===== config.mk =====
export PLATFORM = sky130hd
export DESIGN_NAME = bias_apply
export DESIGN_NICKNAME = d
export VERILOG_FILES = /design/src/rtl/bias_apply_pkg.sv /design/src/rtl/bias_apply_sat_add.sv /design/src/rtl/bias_apply.sv
export SDC_FILE = /design/constraint.sdc
export NUM_CORES = 1
export LEC_CHECK = 0
export BUFFER_PORTS_ARGS = -buffer_cell sky130_fd_sc_hd__buf_2
export CAP_MARGIN = 20
export CORE_MARGIN = 5
export CORE_UTILIZATION = 61
export CTS_CLUSTER_DIAMETER = 120
export CTS_CLUSTER_SIZE = 30
export DETAILED_ROUTE_END_ITERATION = 8
export PLACE_DENSITY = 0.84
export SYNTH_ARGS = -nofsm -noshare
export SYNTH_HDL_FRONTEND = slang
export SYNTH_SLANG_ARGS = --single-unit

===== constraint.sdc =====
create_clock -name ap_clk -period 12.7 [get_ports ap_clk]
set_input_delay 1.27 -clock ap_clk [delete_from_list [all_inputs] [get_ports ap_clk]]
set_output_delay 1.27 -clock ap_clk [all_outputs]
set_load 0.03 [all_outputs]

===== src/rtl/bias_apply_pkg.sv =====
// Shared types and sizing helpers for the bias_apply stage.
// Default sizes match the coeff_width / acc_width / kern_s_k_<n> layer macros.
package bias_apply_pkg;

   localparam int unsigned KERN_DEFAULT    = 16;
   localparam int unsigned COEFF_W_DEFAULT = 16;
   localparam int unsigned ACC_W_DEFAULT   = 32;

   typedef enum logic {
      LOAD = 1'b0,
      RUN  = 1'b1
   } state_t;

   // Index width that stays at least one bit wide for degenerate KERN=1.
   function automatic int unsigned idx_width(input int unsigned n);
      return (n > 1) ? $clog2(n) : 1;
   endfunction

endpackage


===== src/rtl/bias_apply_sat_add.sv =====
// Combinational signed accumulator + bias add with saturation to ACC_W bits.
module bias_sat_add #(
   parameter int unsigned ACC_W   = 32,
   parameter int unsigned COEFF_W = 16
) (
   input  logic [ACC_W-1:0]   acc,
   input  logic [COEFF_W-1:0] bias,
   output logic [ACC_W-1:0]   sum
);

   logic [ACC_W:0] wide;

   always_comb begin
      wide = {acc[ACC_W-1], acc} + {{(ACC_W + 1 - COEFF_W){bias[COEFF_W-1]}}, bias};
      // The two top bits disagree exactly when the result left the ACC_W range.
      if (wide[ACC_W] != wide[ACC_W-1]) begin
         sum = wide[ACC_W] ? {1'b1, {(ACC_W - 1){1'b0}}} : {1'b0, {(ACC_W - 1){1'b1}}};
      end else begin
         sum = wide[ACC_W-1:0];
      end
   end

endmodule


===== src/rtl/bias_apply.sv =====
// Loads KERN bias coefficients from a FIFO, then adds the per-channel bias to
// each accumulator word and emits the saturated sum through a one-word output register.
module bias_apply
   import bias_apply_pkg::*;
#(
   parameter int unsigned KERN    = KERN_DEFAULT,
   parameter int unsigned COEFF_W = COEFF_W_DEFAULT,
   parameter int unsigned ACC_W   = ACC_W_DEFAULT
) (
   input  logic               ap_clk,
   input  logic               ap_rst,
   input  logic [COEFF_W-1:0] bias_V_dout,
   input  logic               bias_V_empty_n,
   output logic               bias_V_read,
   input  logic [ACC_W-1:0]   acc_V_dout,
   input  logic               acc_V_empty_n,
   output logic               acc_V_read,
   output logic [ACC_W-1:0]   output_V_din,
   input  logic               output_V_full_n,
   output logic               output_V_write,
   output logic               busy_load
);

   localparam int unsigned IDX_W = idx_width(KERN);
   localparam logic [IDX_W-1:0] LAST_IDX = IDX_W'(KERN - 1);

   state_t             state, state_nxt;
   logic [IDX_W-1:0]   load_idx;
   logic [IDX_W-1:0]   ch_idx;
   logic [COEFF_W-1:0] coef [KERN];
   logic               out_valid;
   logic               bias_xfer;
   logic               acc_xfer;
   logic               out_xfer;
   logic [ACC_W-1:0]   sum_sat;

   always_comb begin
      state_nxt   = state;
      bias_V_read = 1'b0;
      acc_V_read  = 1'b0;
      busy_load   = 1'b0;
      unique case (state)
         LOAD: begin
            busy_load   = 1'b1;
            bias_V_read = bias_V_empty_n;
            if (bias_V_empty_n && (load_idx == LAST_IDX)) begin
               state_nxt = RUN;
            end
         end
         RUN: begin
            // Accept a new word when the register is empty or drains this cycle.
            acc_V_read = acc_V_empty_n && (!out_valid || output_V_full_n);
         end
         default: state_nxt = LOAD;
      endcase
   end

   assign output_V_write = out_valid && output_V_full_n;
   assign bias_xfer      = bias_V_read && bias_V_empty_n;
   assign acc_xfer       = acc_V_read && acc_V_empty_n;
   assign out_xfer       = output_V_write;

   always_ff @(posedge ap_clk or posedge ap_rst) begin
      if (ap_rst) begin
         state    <= LOAD;
         load_idx <= '0;
      end else begin
         state <= state_nxt;
         if (bias_xfer) begin
            load_idx <= (load_idx == LAST_IDX) ? '0 : load_idx + 1'b1;
         end
      end
   end

   always_ff @(posedge ap_clk or posedge ap_rst) begin
      if (ap_rst) begin
         for (int unsigned i = 0; i < KERN; i++) begin
            coef[i] <= '0;
         end
      end else if (bias_xfer) begin
         coef[load_idx] <= bias_V_dout;
      end
   end

   bias_sat_add #(
      .ACC_W   (ACC_W),
      .COEFF_W (COEFF_W)
   ) u_sat_add (
      .acc  (acc_V_dout),
      .bias (coef[ch_idx]),
      .sum  (sum_sat)
   );

   always_ff @(posedge ap_clk or posedge ap_rst) begin
      if (ap_rst) begin
         ch_idx       <= '0;
         out_valid    <= 1'b0;
         output_V_din <= '0;
      end else if (acc_xfer) begin
         output_V_din <= sum_sat;
         out_valid    <= 1'b1;
         ch_idx       <= (ch_idx == LAST_IDX) ? '0 : ch_idx + 1'b1;
      end else if (out_xfer) begin
         out_valid <= 1'b0;
      end
   end

endmodule


After elaboration in Yosys (flattened, before gate mapping)
Cells that the tools add are included.

Register bits after elaboration: 298. Input port bits: 53. Output and inout port bits: 36. Logic and storage cells: 58.

Add/sub/neg operators: 3. Magnitude comparators: 3. Equal/unequal tests: 3. Muxes and demuxes: 17. Bitwise operators: 2. Reductions and logical operators: 9.

Operators by type and width (number): 256-bit bitwise mux (1); 16-bit binary-select mux with 4-bit select (1); 16-bit demux with 4-bit select (1); 32-bit two-way mux (2); 16-bit two-way mux (3); 32-bit by 16-bit adder with 33-bit output (1); 5-bit >= comparator, second input constant (2); 4-bit inverter with 5-bit output (2); 4-bit by 1-bit adder with 4-bit output, second input constant (2); 4-bit equality test, second input constant (2); 4-bit two-way mux (2); 1-bit two-way mux (7); 1-bit logical AND (6); 5-bit by 1-bit less-than comparator with 1-bit output, second input constant (1); 2-bit nonzero test (1); 1-bit logical NOT (1); 1-bit logical OR (1); 1-bit inequality test (1).

Longest topological paths before layout
Gate-level depths: netlist (run 1).

Depth in word-level cells: 7. Gate-level depth with buffers: 18. Mapped depth without buffers: 14.

Modules after synthesis
From an unflattened synthesis (run 1), not the netlist that was laid out.

Cell total of the unflattened synthesis: 1121. Area total of the unflattened synthesis: 15293.4 µm².

Modules (own cells, without submodules): bias_apply (instances 1, cells each 828, area an instance 13267.7 µm², seq. area each 7457.2 µm²); bias_sat_add (instances 1, cells each 293, area an instance 2025.7 µm², seq. area each 0.0 µm²).

Worst setup path before layout (run 1)
No wires, ideal clock.

Path kind: reg2reg. Start: register ch_idx[0]. End: register output_V_din[25]. Library setup time: 125 ps. Arrival: 4291 ps. Required time: 12575 ps. Path slack: 8284 ps. Stages on the path, launching flop included: 16. Buffers on the path: 3. Period minus slack after synthesis: 4416 ps. Cell sequence: dfrtp_1 clkbuf_1 buf_2 buf_2 mux4_2 mux4_2 ha_1 and2_1 a221oi_1 a31oi_1 o211ai_1 nand3_1 xor2_1 or2_1 a21boi_1 mux2_2.

Longest elaborated chain between the ends: 7. Elaborated cells between the ends (all ways): 8. Classes of those cells: add/sub: 1; eq/ne: 1; mux: 5; bitwise: 1.

Ends and longest elaborated chain: start, declared (RTL line bias_apply.sv:29) `logic [IDX_W-1:0] ch_idx;`; start signal, assigned (RTL line bias_apply.sv:102) `ch_idx <= (ch_idx == LAST_IDX) ? '0 : ch_idx + 1'b1;`; 4-bit inverter with 5-bit output (implied by the code) (*) (RTL line bias_apply.sv:90) `.bias (coef[ch_idx]),`; 16-bit binary-select mux with 4-bit select (*) (RTL line bias_apply.sv:90); 16-bit two-way mux (implied by the code) (*) (2 in a row) (RTL line bias_apply.sv:90); 32-bit by 16-bit adder with 33-bit output (*) (RTL line bias_apply_sat_add.sv:14) `wide = {acc[ACC_W-1], acc} + {{(ACC_W + 1 - COEFF_W){bias[COEFF_W-1]}}, bias};`; 32-bit two-way mux or 1-bit inequality test (tied branches) (RTL line bias_apply_sat_add.sv:17, bias_apply_sat_add.sv:16); 32-bit two-way mux (*) (RTL line bias_apply_sat_add.sv:16) `if (wide[ACC_W] != wide[ACC_W-1]) begin`; end signal, assigned (RTL line bias_apply.sv:100) `output_V_din <= sum_sat;`; end, declared (RTL line bias_apply.sv:18) `output logic [ACC_W-1:0] output_V_din,`.

Mark *: on every way between the ends. The rest lies on a longest branch, timed or not. The select of a mux whose other input is x is not followed. A chain may end at the register's enable or synchronous reset.

Worst setup path in the final report (run 1)
Start: register ch_idx[1]. End: register output_V_din[26].

The elaborated chain is that of the path after synthesis.

==> results of run 1 <==
==> per-layer routing <==
metal  GRT usage  vias to the layer above  share of wire
met4     0.06688                        0          0.023
met2      0.4186                      322           0.51
li1            -                     4207              -
met5           0                        -              0
met3     0.02702                       52          0.052
met1      0.3358                     4985           0.42
==> worst register-to-register path: stages (launching register included) <==
cell and delay [ns]:
dfrtp_2 1.03, buf_4 0.55, mux4_2 0.40, mux4_2 0.73
ha_1 0.47, and2_1 0.23, a221oi_1 0.37, a31oi_1 0.16
o211ai_1 0.20, nand3_1 0.14, xor2_2 0.16, buf_4 0.22
or2_1 0.26, nand2_1 0.49, o21ai_1 0.17
==> sequential cells by signal (all words and copies together), names as in the netlist <==
register and cells:
coef 256, output_V_din 32, ch_idx 4, load_idx 4
out_valid 1, state 1
==> layout by cell type (no fill, tap or decap), types with 2 or more instances in the layout <==
| master | Yosys | layout |
|---|---|---|
| dfrtp_1 | 298 | 296 |
| mux2_2 | 257 | 257 |
| buf_2 | 10 | 88 |
| mux4_2 | 80 | 80 |
| nand2_1 | 62 | 62 |
| a21oi_1 | 53 | 53 |
| ha_1 | 37 | 37 |
| o21ai_0 | 35 | 35 |
| buf_4 | 1 | 26 |
| xnor2_1 | 25 | 25 |
| o21ai_1 | 22 | 22 |
| nor2_1 | 31 | 19 |
| inv_1 | 19 | 18 |
| nand3_1 | 14 | 14 |
| nor2_2 | 1 | 13 |
| a21o_1 | 13 | 13 |
| clkbuf_16 | 0 | 13 |
| nand2b_1 | 8 | 8 |
| nand4_1 | 7 | 7 |
| a31oi_1 | 7 | 7 |
| and2_1 | 6 | 6 |
| xor2_1 | 7 | 6 |
| o211ai_1 | 5 | 5 |
| a311oi_1 | 3 | 3 |
| o21a_1 | 3 | 3 |
| nor3_1 | 3 | 3 |
| diode_2 | 0 | 2 |
| a211oi_1 | 2 | 2 |
| and4_4 | 2 | 2 |
| o21ai_2 | 2 | 2 |
| a21o_2 | 2 | 2 |
| and3_1 | 2 | 2 |
| a221oi_1 | 2 | 2 |
| clkbuf_1 | 56 | 2 |
| buf_16 | 0 | 2 |
==> power breakdown <==
group          internal [mW]  total [mW]  switching (mW)
Clock                  0.197       0.487           0.290
Sequential             0.970        1.02          0.0550
Combinational          0.122       0.298           0.176
==> stage by stage <==
stage	std cells	instance area [µm²]	total power, mW
6_report	1493	16190	1.810
5_1_grt	1493	16190	1.881
4_1_cts	1489	16130	1.813
3_5_place_dp	1472	15780	1.338
3_3_place_gp	1472	15780	1.332
2_1_floorplan	1107	15010	1.250
==> area by class of cell <==
| class | instances | area, µm² | area share |
|---|---|---|---|
| repair buffers | 116 | 690.7 | 0.04265 |
| diodes | 2 | 5.005 | 0.0003091 |
| clock inverters | 1 | 8.758 | 0.0005409 |
| well taps | 324 | 405.4 | 0.02503 |
| flip-flops and latches | 298 | 7462 | 0.4608 |
| inverters | 19 | 78.83 | 0.004868 |
| multi-input cells | 717 | 7196 | 0.4444 |
| clock buffers | 16 | 346.6 | 0.02140 |
==> cell families (layout without fill, tap and decap cells) <==
family | Yosys count | after routing | synth area share
AO/OA/AOI/OAI | 165 | 165 | 0.06720
XOR/XNOR | 32 | 32 | 0.01868
adder cells (fa/ha/maj) | 39 | 39 | 0.03293
buffers and inverters | 92 | 152 | 0.02610
flip-flops | 298 | 298 | 0.4969
multiplexers | 338 | 338 | 0.3139
other | 0 | 2 | 0
AND/OR/NAND/NOR | 143 | 143 | 0.04427
==> final timing paths <==
check	cells after the start	from	endpoint	slack [ns]
min in group asynchronous	2	ap_rst	load_idx[0]	0.96
max	14	ch_idx[1]	output_V_din[26]	6.98
max in group asynchronous	3	ap_rst	ch_idx[0]	10.11
min reg2reg	2	output_V_din[30]	output_V_din[30]	0.49
min	2	output_V_din[30]	output_V_din[30]	0.49
max reg2reg	14	ch_idx[1]	output_V_din[26]	6.98
==> results by stage, run 1 <==
Placement:
- The congestion estimate from routability-driven global placement came to 1.003.
- The total half-perimeter wirelength after legalization and detailed placement is 22.31 mm.
- At the placement stage, the worst setup path has a slack of 7.061 ns.
- The number of buffers added on ports is 88.

Detailed routing:
- The DRC violation count after routing is 0.
- After detailed routing, the number of vias per cell comes to 6.407.
- The remaining antenna violation count is 0.
- Summed over all layers, the routed wires come to 34.16 mm.
- For this block, the initial DRC count from the detailed router was 905.
- In the final routed layout, each cell accounts on average for 22.88 µm.
- Across all layers, the routed design uses 9566 vias.
- The first-pass detailed-route iteration total is 6.

GRT:
- The global router's overall resource usage is 0.2441.
- The number of antenna violations at the first check in global routing was 2.
- The via count of the first global-routing pass was 9817.
- The total overflow reported by the global router is 0.
- The wire length of the first global-routing pass is 54.55 mm.
- Entering global routing, the biggest net connects 142 pins.

STA:
- The sum of negative setup slack is 0 ns.
- The final setup violation count is 0.
- Setup slack closes at 6.976 ns.
- The final hold slack is 0.4926 ns.
- The maximum clock frequency is 174.7 MHz.
- The count of pins over their slew limit is 0.
- Of the available clock period, the critical path in the final layout requires 0.4507.
- The count of final hold-check violations was 0.
- The relative max-transition margin is 0.3371.
- The clock period could shrink to 5.724 ns.
- For the final database, setup skew stands at 0.02979 ns.
- At the pin with the least slew margin, the transition time is 0.9943 ns.
- Setup repair after global routing left no endpoint under its margin.

Synth:
- The leading area contributor after synthesis is dfrtp_1.
- During synthesis, Yosys emitted a total of 0 warnings.
- The share of synthesized area in the top cell type comes to 0.4969.
- For this run, asynchronously set or reset flops after synthesis account for 1.000.
- Sorting the synthesized cells by how often they occur yields dfrtp_1, mux2_2, mux4_2.
- After technology mapping, the gate count stands at 1107.
- The synthesized design contains 298 register bits.
- The count of flip-flops with a built-in enable after synthesis is 0.
- By area the synthesized netlist is led by dfrtp_1, mux2_2, mux4_2, ha_1, a21oi_1.
- Yosys instantiated no cell more often than dfrtp_1.
- The synthesized netlist occupies a cell area of 15010 µm².
- The most used flip-flop cell after synthesis is dfrtp_1.
- The share of the Yosys chip area taken by registers is 0.4969.
- The unique cell type count in the Yosys netlist is 60.
- The average instance in the mapped netlist occupies 13.56 µm².
- The post-synthesis net count is 1198.

Floorplanning:
- Measured along the y axis, the die boundary spans 166.9 µm.
- For this configuration, the core starts out at a cell density of 0.6189.
- The number of cell rows is 57.
- 89 I/O pins were placed.
- The die covers 27840 µm².
- The die is 166.9 µm wide.
- The area of the core is 24250 µm².

Clock network:
- The TritonCTS clock tree is done.
- For the worst-skew pair, the clock arrives at the later sink with an insertion delay of 0.52 ns.
- The maximum level of the CTS H-tree is 1.
- The clock passes through at most 3 buffers.
- The clock net in this run drives a total of 298 sinks.
- Buffers inserted during clock tree synthesis total 13.
- The clock transition at the register clock pins on the worst setup and hold paths after CTS is 0.11 ns.
- Gates resized during post-CTS repair numbered 0.
- Buffers inserted to repair hold after CTS numbered 0.
- The number of setup buffers added after CTS is 0.
- The tree is rooted in a clkbuf_16.

Critical path:
- The number of buffers and inverters on the critical path is 2.
- The arrival time of data at the critical path endpoint is 6.08 ns.
- For this design, the slowest cell found on the critical path is dfrtp_2.
- The kind of launch point of the worst setup path is a register.
- The required time of the critical path is 13.06 ns.
- The cell type group with the largest total delay on the critical path is simple AND/OR/NAND/NOR gates.
- The kind of end point of the critical path is a register.
- The worst-path maximum fanout is 38.
- In this design, the stage delay of the slowest critical-path cell is 1.03 ns.
- The critical path is of the reg -> reg type.
- Walking the worst path, the cells encountered are buf_4 > mux4_2 > mux4_2 > ha_1 > and2_1 > a221oi_1 > a31oi_1 > o211ai_1 > nand3_1 > xor2_2 > buf_4 > or2_1 > nand2_1 > o21ai_1.

Min path:
- The tightest min-delay check is of the reg -> reg type.

Cells and area:
- Once layout is complete, the utilization of the core stands at 0.6678.
- The layout has 1648 filler cells.
- For this run, the post-layout net count is 1256.
- The layout cell share with drive strength beyond 1 is 0.4302.
- The area added between synthesis and finish is 7.904%.

Power and ir drop:
- Dividing total power by cell area gives a power density of 111.8 nW/µm².
- The maximum vdd drop is 0.00007658 V.
- The static leakage is 7.861 nW.

Run status:
- The run finished with clean final reports.

Run:
- The number of maximum-capacitance constraint violations is 0.
(Power assumes the default switching activity.)
==> run 2: changes to the inputs <==
==> constraint.sdc (replaced) <==
create_clock -name ap_clk -period 5.5 [get_ports ap_clk]
set_input_delay 0.55 -clock ap_clk [delete_from_list [all_inputs] [get_ports ap_clk]]
set_output_delay 0.55 -clock ap_clk [all_outputs]
set_load 0.03 [all_outputs]
==> run 2 against run 1 <==
- wire length decreased by 2.2%
- final area about the same
- global-route usage decreased by 0.32 points
- critical path type unchanged
- die area unchanged
- largest cell class unchanged
- largest power group unchanged
- highest routed layer is now met5
- clock power increased by 120%
- core utilization about the same
==> results by stage, run 2 (synthesized netlist as in run 1, its figures left out) <==
GRT:
- The met3 track demand over resource in global routing is 0.04243 (+0.01541).
- The global-route track usage on met1 is 0.3238 (-0.01201).
- The wire length of the first global-routing pass is 53.96 mm (-1.1%).
- The total overflow reported by the global router is 0 (unchanged).
- The global router's overall resource usage is 0.2409 (-0.003157).
- The via count of the first global-routing pass is 9727 (-0.92%).
- The number of antenna violations at the first check in global routing came to 4 (+2).
- The met2 track demand over resource in global routing came to 0.4052 (-0.01338).
- The pin count of the biggest net entering global routing is 192 (+35%).
- met2 is the most crowded layer.

Detailed routing:
- The first-pass detailed-route iteration total is 4 (-2).
- The total length of routed wires is 33.41 mm (-2.2%).
- The first-iteration detailed-routing DRC count is 769 (-15%).
- The overall via count from detail_route is 9388 (-1.9%).
- The detailed-route vias per instance was 6.292 (-1.8%).
- The detail-routed net length per standard cell was 22.39 µm (-2.1%).
- The remaining antenna violation count is 0 (unchanged).
- The DRC violation count after routing is 0 (unchanged).

Floorplanning:
- The number of cell rows came to 57 (unchanged).
- The die width is 166.9 µm (unchanged).
- The die height was 166.9 µm (unchanged).
- The effective utilization at floorplan was 0.6189 (unchanged).
- The area of the core is 24250 µm² (unchanged).
- The die area is 27840 µm² (unchanged).
- The boundary pin count is 89 (unchanged).

Clock network:
- The maximum level of the CTS H-tree was 1 (unchanged).
- The number of hold buffers added after cts was 0 (unchanged).
- The sink count of the clock tree is 298 (unchanged).
- The number of buffers created by CTS is 13 (unchanged).
- The clock insertion delay at the later pin of the skew report is 0.49 ns (-0.03 ns).
- The clock transition at the register clock pins on the worst setup and hold paths after CTS is 0.12 ns (about the same).
- The TritonCTS clock tree is done.
- The number of setup buffers added after CTS is 0 (unchanged).
- The maximum number of buffers from clock root to sink came to 3 (unchanged).
- The post-cts sizing count came to 0 (unchanged).
- The cell sitting at the root of the clock tree is a clkbuf_16.

STA:
- The final setup violation count is 0 (unchanged).
- The maximum clock frequency is 216.7 MHz (+24%).
- The worst-case clock skew is 0.01251 ns (-0.01729 ns).
- The sum of negative setup slack came to 0 ns (unchanged).
- The count of final hold-check violations is 0 (unchanged).
- Setup repair after global routing left no endpoint under its margin.
- The post-route fraction of the period consumed by the critical path is 0.8389 (+0.3882).
- The final setup slack of the worst path is 0.8862 ns (-6.090 ns).
- The minimum period implied by the final worst setup slack was 4.614 ns (-1.110 ns).
- The count of pins over their slew limit is 0 (unchanged).
- The relative max-transition margin is 0.2949 (-0.04223).
- The transition time of the tightest slew-check pin is 1.058 ns (+0.06335 ns).

Run:
- The number of maximum-capacitance constraint violations is 0 (unchanged).

Critical path:
- The arrival time of data at the critical path endpoint came to 4.97 ns (-1.11 ns).
- The category of the most critical setup path is reg -> reg.
- Walking the worst path, the cells encountered are mux4_2 > mux4_2 > ha_1 > and2_1 > a221oi_1 > a31oi_1 > o211ai_1 > nand3_1 > xor2_2 > or2_1 > nand2_1 > o21ai_1.
- The worst setup path is captured at a register.
- The cell with the biggest individual delay on the critical path is dfrtp_2.
- The worst-path maximum fanout is 23 (-39%).
- The required time of the critical path is 5.86 ns (-7.20 ns).
- The kind of launch point of the worst setup path is a register.
- The cell seen most often among critical-path stages is mux4_2.
- The slack of the worst reg-to-reg path is 0.89 ns (-6.09 ns).
- The biggest cell delay along the critical path is 0.79 ns (-0.24 ns).
- The count of buffer and inverter cells on the critical path is 0 (-2).
- Among cell families on the critical path, the largest total delay comes from multiplexers.

Cells and area:
- The number of flip-flops under the largest register name was 256 (unchanged).
- The layout cell share with drive strength beyond 1 was 0.4305 (about the same).
- The final non-filler cell area is 16180 µm² (about the same).
- The net count of the finished layout is 1257 (+0.080%).
- The top cell types in the final layout, fill and taps aside, are dfrtp_1, mux2_2, buf_2, mux4_2, nand2_1.
- Ranked by flip-flop count, first place goes to coef.
- The largest registers in the layout are coef: 256 flops, output_V_din: 32 flops.
- The utilization of the core after routing is 0.6673 (about the same).
- The area added between synthesis and finish is 7.829% (about the same).
- The library cell used most frequently in the layout, excluding fill and tap cells, is dfrtp_1.

Placement:
- The standard cell area after detailed placement is 15830 µm² (+0.36%).
- The global placement routability congestion is 0.9542 (-4.8%).
- The pre-CTS setup slack is 0.8940 ns (-6.167 ns).
- The total half-perimeter wirelength after legalization and detailed placement came to 22.90 mm (+2.6%).
- The number of buffers added on ports is 88 (unchanged).

Power and ir drop:
- The static leakage is 7.852 nW (-0.12%).
- The total power density per cell area is 257.0 nW/µm² (+130%).
- The maximum vdd drop came to 0.0002076 V (+170%).

Run status:
- The flow ran to the end, and the final reports show no timing, DRC or antenna violations.

Min path:
- The worst hold path belongs to the class in -> async.
## run 2: worst paths after layout
path                                  start          endpoint  cells after the start
max                               ch_idx[1]  output_V_din[13]                     12
min                                  ap_rst         out_valid                      2
max reg2reg                       ch_idx[1]  output_V_din[13]                     12
min reg2reg                output_V_din[28]  output_V_din[28]                      2
max in group asynchronous            ap_rst   output_V_din[3]                      4
min in group ap_clk           acc_V_empty_n         out_valid                      3
## run 2: power by group
group          switching [mW]  leakage, nW  internal (mW)
Sequential             0.0944         4.09           2.24
Combinational           0.441         3.60          0.292
Clock                   0.643        0.169          0.448
Total                    1.18         7.85           2.98
## run 2: area by class of cell
type | instances | area, µm²
Multi-Input combinational cell | 717 | 7196
Tap cell | 324 | 405.4
Clock buffer | 15 | 342.8
Fill cell | 1652 | 8066
Inverter | 19 | 75.07
Antenna cell | 2 | 5.005
Timing Repair Buffer | 117 | 695.7
Sequential cell | 298 | 7462
## run 2: metal layers
layer,vias up,wire [µm]
li1,4203,-
met1,4837,13730
met2,269,16760
met3,75,1874
met4,4,1017
met5,-,21
## run 2: metrics by stage
| step | instances | hold WS (ns) | power [mW] |
|---|---|---|---|
| floorplan | 1107 | 0.4580 | 2.888 |
| global placement | 1475 | 0.4591 | 3.105 |
| detailed placement | 1475 | 0.4718 | 3.120 |
| CTS | 1490 | 0.09872 | 4.189 |
| global route | 1492 | 0.1419 | 4.324 |
| finish | 1492 | 0.09057 | 4.158 |
==> run 3: changes to the inputs <==
--- a/config.mk
+++ b/config.mk
@@ -8,11 +8,11 @@
 export BUFFER_PORTS_ARGS = -buffer_cell sky130_fd_sc_hd__buf_2
 export CAP_MARGIN = 20
 export CORE_MARGIN = 5
-export CORE_UTILIZATION = 61
+export CORE_UTILIZATION = 55
 export CTS_CLUSTER_DIAMETER = 120
 export CTS_CLUSTER_SIZE = 30
 export DETAILED_ROUTE_END_ITERATION = 8
-export PLACE_DENSITY = 0.84
+export PLACE_DENSITY = 0.8
 export SYNTH_ARGS = -nofsm -noshare
 export SYNTH_HDL_FRONTEND = slang
 export SYNTH_SLANG_ARGS = --single-unit
==> constraint.sdc (replaced) <==
create_clock -name ap_clk -period 4 [get_ports ap_clk]
set_input_delay 0.4 -clock ap_clk [delete_from_list [all_inputs] [get_ports ap_clk]]
set_output_delay 0.4 -clock ap_clk [all_outputs]
set_load 0.03 [all_outputs]
==> run 3 against run 2 <==
- the run now ends with negative setup slack left
- register-to-register slack got worse by 0.90 ns
- sequential power increased by 34%
- critical endpoint is now output_V_din[22]
- flip-flop and latch count unchanged
==> results by stage, run 3 (synthesized netlist as in run 1, its figures left out) <==
Power and ir drop:
- The overall power of the completed layout came to 5.973 mW (+44%).
- The static leakage is 8.321 nW (+6.0%).
- The maximum vdd drop is 0.0002570 V (+24%).
- The total power density per cell area came to 344.5 nW/µm² (+34%).
- The switching power was 1.697 mW (+44%).
- The sequential fraction of design power came to 0.525 (-0.036).
- The net switching fraction of the power is 0.2842 (+0.0008628).
- The internal power component came to 4.276 mW (+43%).
- The share of power burned in the clock network is 0.254 (-0.008).
- The combinational fraction of design power is 0.221 (+0.045).

Cells and area:
- The most common cell after layout, fill and taps aside is dfrtp_1.
- The number of standard cells in the layout, taps in and fillers out is 1584 (+6.2%).
- The largest registers in the layout are coef: 256 flops, output_V_din: 32 flops.
- The layout cell share with drive strength beyond 1 was 0.5036 (+0.07309).
- The count of fill cells added during filler insertion is 1872 (+13%).
- The top register by number of flip-flops is coef.
- The utilization of the core after routing came to 0.6451 (-0.02227).
- The net count of the finished layout came to 1334 (+6.1%).
- The number of inserted diodes is 0 (-2).
- The number of flip-flops under the largest register name is 256 (unchanged).
- Relative to the synthesized area, the layout overhead comes to 15.52%.
- In the layout the commonest cells are dfrtp_1, mux2_2, buf_2, buf_4, mux4_2.

Detailed routing:
- The detailed-route vias per instance was 6.251 (-0.65%).
- The DRC violation count after routing is 0 (unchanged).
- The detail-routed net length per standard cell came to 22.83 µm (+2.0%).
- The first-iteration detailed-routing DRC count is 908 (+18%).
- The first-pass detailed-route iteration total is 5 (+1).
- The remaining antenna violation count was 0 (unchanged).
- The total length of routed wires is 36.16 mm (+8.2%).
- The overall via count from detail_route is 9902 (+5.5%).

Critical path:
- The worst setup path is launched from a register.
- The count of buffer and inverter cells on the critical path is 4 (+4).
- The worst setup path is captured at a register.
- Traced cell by cell, the critical path runs through buf_12 > buf_16 > mux4_2 > mux4_2 > ha_2 > a211oi_2 > o21ai_2 > buf_4 > o21a_1 > o211ai_1 > nand3_1 > xor2_2 > buf_4 > maj3_2 > mux2_4.
- The worst-path maximum fanout was 14 (-39%).
- The required time of the critical path is 4.39 ns (-1.47 ns).
- The arrival time of data at the critical path endpoint is 4.41 ns (-0.56 ns).
- The biggest cell delay along the critical path is 0.52 ns (-0.27 ns).
- The critical path is of the reg -> reg type.
- The kind of cell with the highest combined delay along the critical path is multiplexers.
- The slowest stage of the critical path belongs to the cell mux4_2.

Floorplanning:
- The boundary pin count is 89 (unchanged).
- The effective utilization at floorplan is 0.5584 (-0.06051).
- The die area is 30690 µm² (+10%).
- The area of the core is 26880 µm² (+11%).
- The number of cell rows is 60 (+5.3%).
- The die height was 175.2 µm (+5.0%).
- The die width was 175.2 µm (+5.0%).

STA:
- The count of pins over their slew limit is 0 (unchanged).
- Setup repair after global routing could not meet its margin everywhere.
- The final setup violation count is 2 (+2).
- The post-route fraction of the period consumed by the critical path is 1.004 (+0.1650).
- The sum of negative setup slack is -0.01988 ns (-0.01988 ns).
- The transition time of the tightest slew-check pin is 1.119 ns (+0.06162 ns).
- The worst-case clock skew is 0.01605 ns (+0.003544 ns).
- The minimum period implied by the final worst setup slack was 4.015 ns (-0.5985 ns).
- The final setup slack of the worst path is -0.01531 ns (-0.9015 ns).
- The count of final hold-check violations was 0 (unchanged).
- The relative max-transition margin was 0.2517 (-0.04317).
- The maximum clock frequency was 249.0 MHz (+15%).

GRT:
- The wire length of the first global-routing pass is 57.35 mm (+6.3%).
- The via count of the first global-routing pass is 10232 (+5.2%).
- The number of antenna violations at the first check in global routing came to 2 (-2).
- The total overflow reported by the global router is 0 (unchanged).
- The global router's overall resource usage is 0.2351 (-0.005793).
- The pin count of the biggest net entering global routing is 95 (-51%).

Clock network:
- The clock insertion delay at the later pin of the skew report is 0.49 ns (about the same).
- The maximum number of buffers from clock root to sink is 3 (unchanged).
- The number of hold buffers added after cts is 0 (unchanged).
- The sink count of the clock tree is 298 (unchanged).
- The number of buffers created by CTS is 13 (unchanged).
- The clock transition at the register clock pins on the worst setup and hold paths after CTS was 0.12 ns (about the same).
- TritonCTS built the clock tree.
- The clock tree root buffer cell is clkbuf_16.
- The maximum level of the CTS H-tree is 1 (unchanged).

Placement:
- The number of buffers added on ports is 88 (unchanged).
- The total half-perimeter wirelength after legalization and detailed placement was 24.80 mm (+8.3%).
- The global placement routability congestion is 0.9438 (-1.1%).
- The number of instances in the placed design is 1560 (+5.8%).

Run status:
- The checks that failed: negative setup slack.
- The flow ran to the end, but the final reports show violations.

Min path:
- The class of the worst hold path is in -> async.

Run:
- The number of maximum-capacitance constraint violations came to 0 (unchanged).
## run 3: changes by cell type in the layout (fill, tap and decap cells not counted), moves of 3 or more
cell / delta
buf_4: +56
ha_1: -17
ha_4: +16
buf_12: +11
o21ai_0: -11
a21oi_1: -10
a21oi_2: +9
o21ai_2: +8
buf_6: +7
o21ai_1: +3
## run 3: power by group through the flow
stage,clock network [mW],logic [mW],registers (mW)
after CTS,1.56,1.28,3.13
after global routing,1.65,1.42,3.14
after detailed placement,0,1.25,3.20
after global placement,0,1.23,3.19
final,1.52,1.32,3.13
after floorplan,0,0.728,3.27
## run 3: area by class of cell
type / instances / area [µm²] / area share
Tap cell: 341 / 426.7 / 0.02461
Clock buffer: 15 / 342.8 / 0.01977
Timing Repair Buffer: 194 / 1483 / 0.08552
Sequential cell: 298 / 7462 / 0.4304
Inverter: 19 / 75.07 / 0.004330
Multi-Input combinational cell: 717 / 7547 / 0.4353
## run 3: metrics by stage
stage / cell area, µm² / hold WS [ns] / setup slack (ns)
global route: 17340 / 0.1269 / -0.1555
detailed placement: 16560 / 0.4703 / -0.2061
finish: 17340 / 0.09658 / -0.01531
global placement: 16560 / 0.4631 / -0.1189
CTS: 17050 / 0.1088 / -0.08825
floorplan: 15150 / 0.4580 / -0.3591
## run 3: metal layers
metal / vias to the layer above / GRT usage / part of all wire
li1: 4352 / - / -
met1: 5152 / 0.3211 / 0.42
met2: 320 / 0.4003 / 0.50
met3: 74 / 0.03051 / 0.054
met4: 4 / 0.06612 / 0.026
met5: - / 0 / 0.0011
## run 3: worst paths after layout
check                           slack, ns        startpoint          endpoint  cells past startpoint
worst min-delay path                  0.1            ap_rst       load_idx[2]                      2
worst max-delay path                -0.02         ch_idx[0]  output_V_din[22]                     15
worst min register to register       0.49  output_V_din[27]  output_V_din[27]                      2
worst max register to register      -0.02         ch_idx[0]  output_V_din[22]                     15
max in group asynchronous            2.82            ap_rst          coef[14]                      3
min in group ap_clk                  0.13     acc_V_empty_n         out_valid                      3
## run 3: what timing repair did
| action | in CTS | in global routing |
|---|---|---|
| endpoints found under the setup margin | 31 | 32 |
| gates resized for setup | 18 | 52 |
| pin swaps | 6 | 18 |
| buffers inserted | 5 | 2 |
| gates cloned | 0 | 2 |
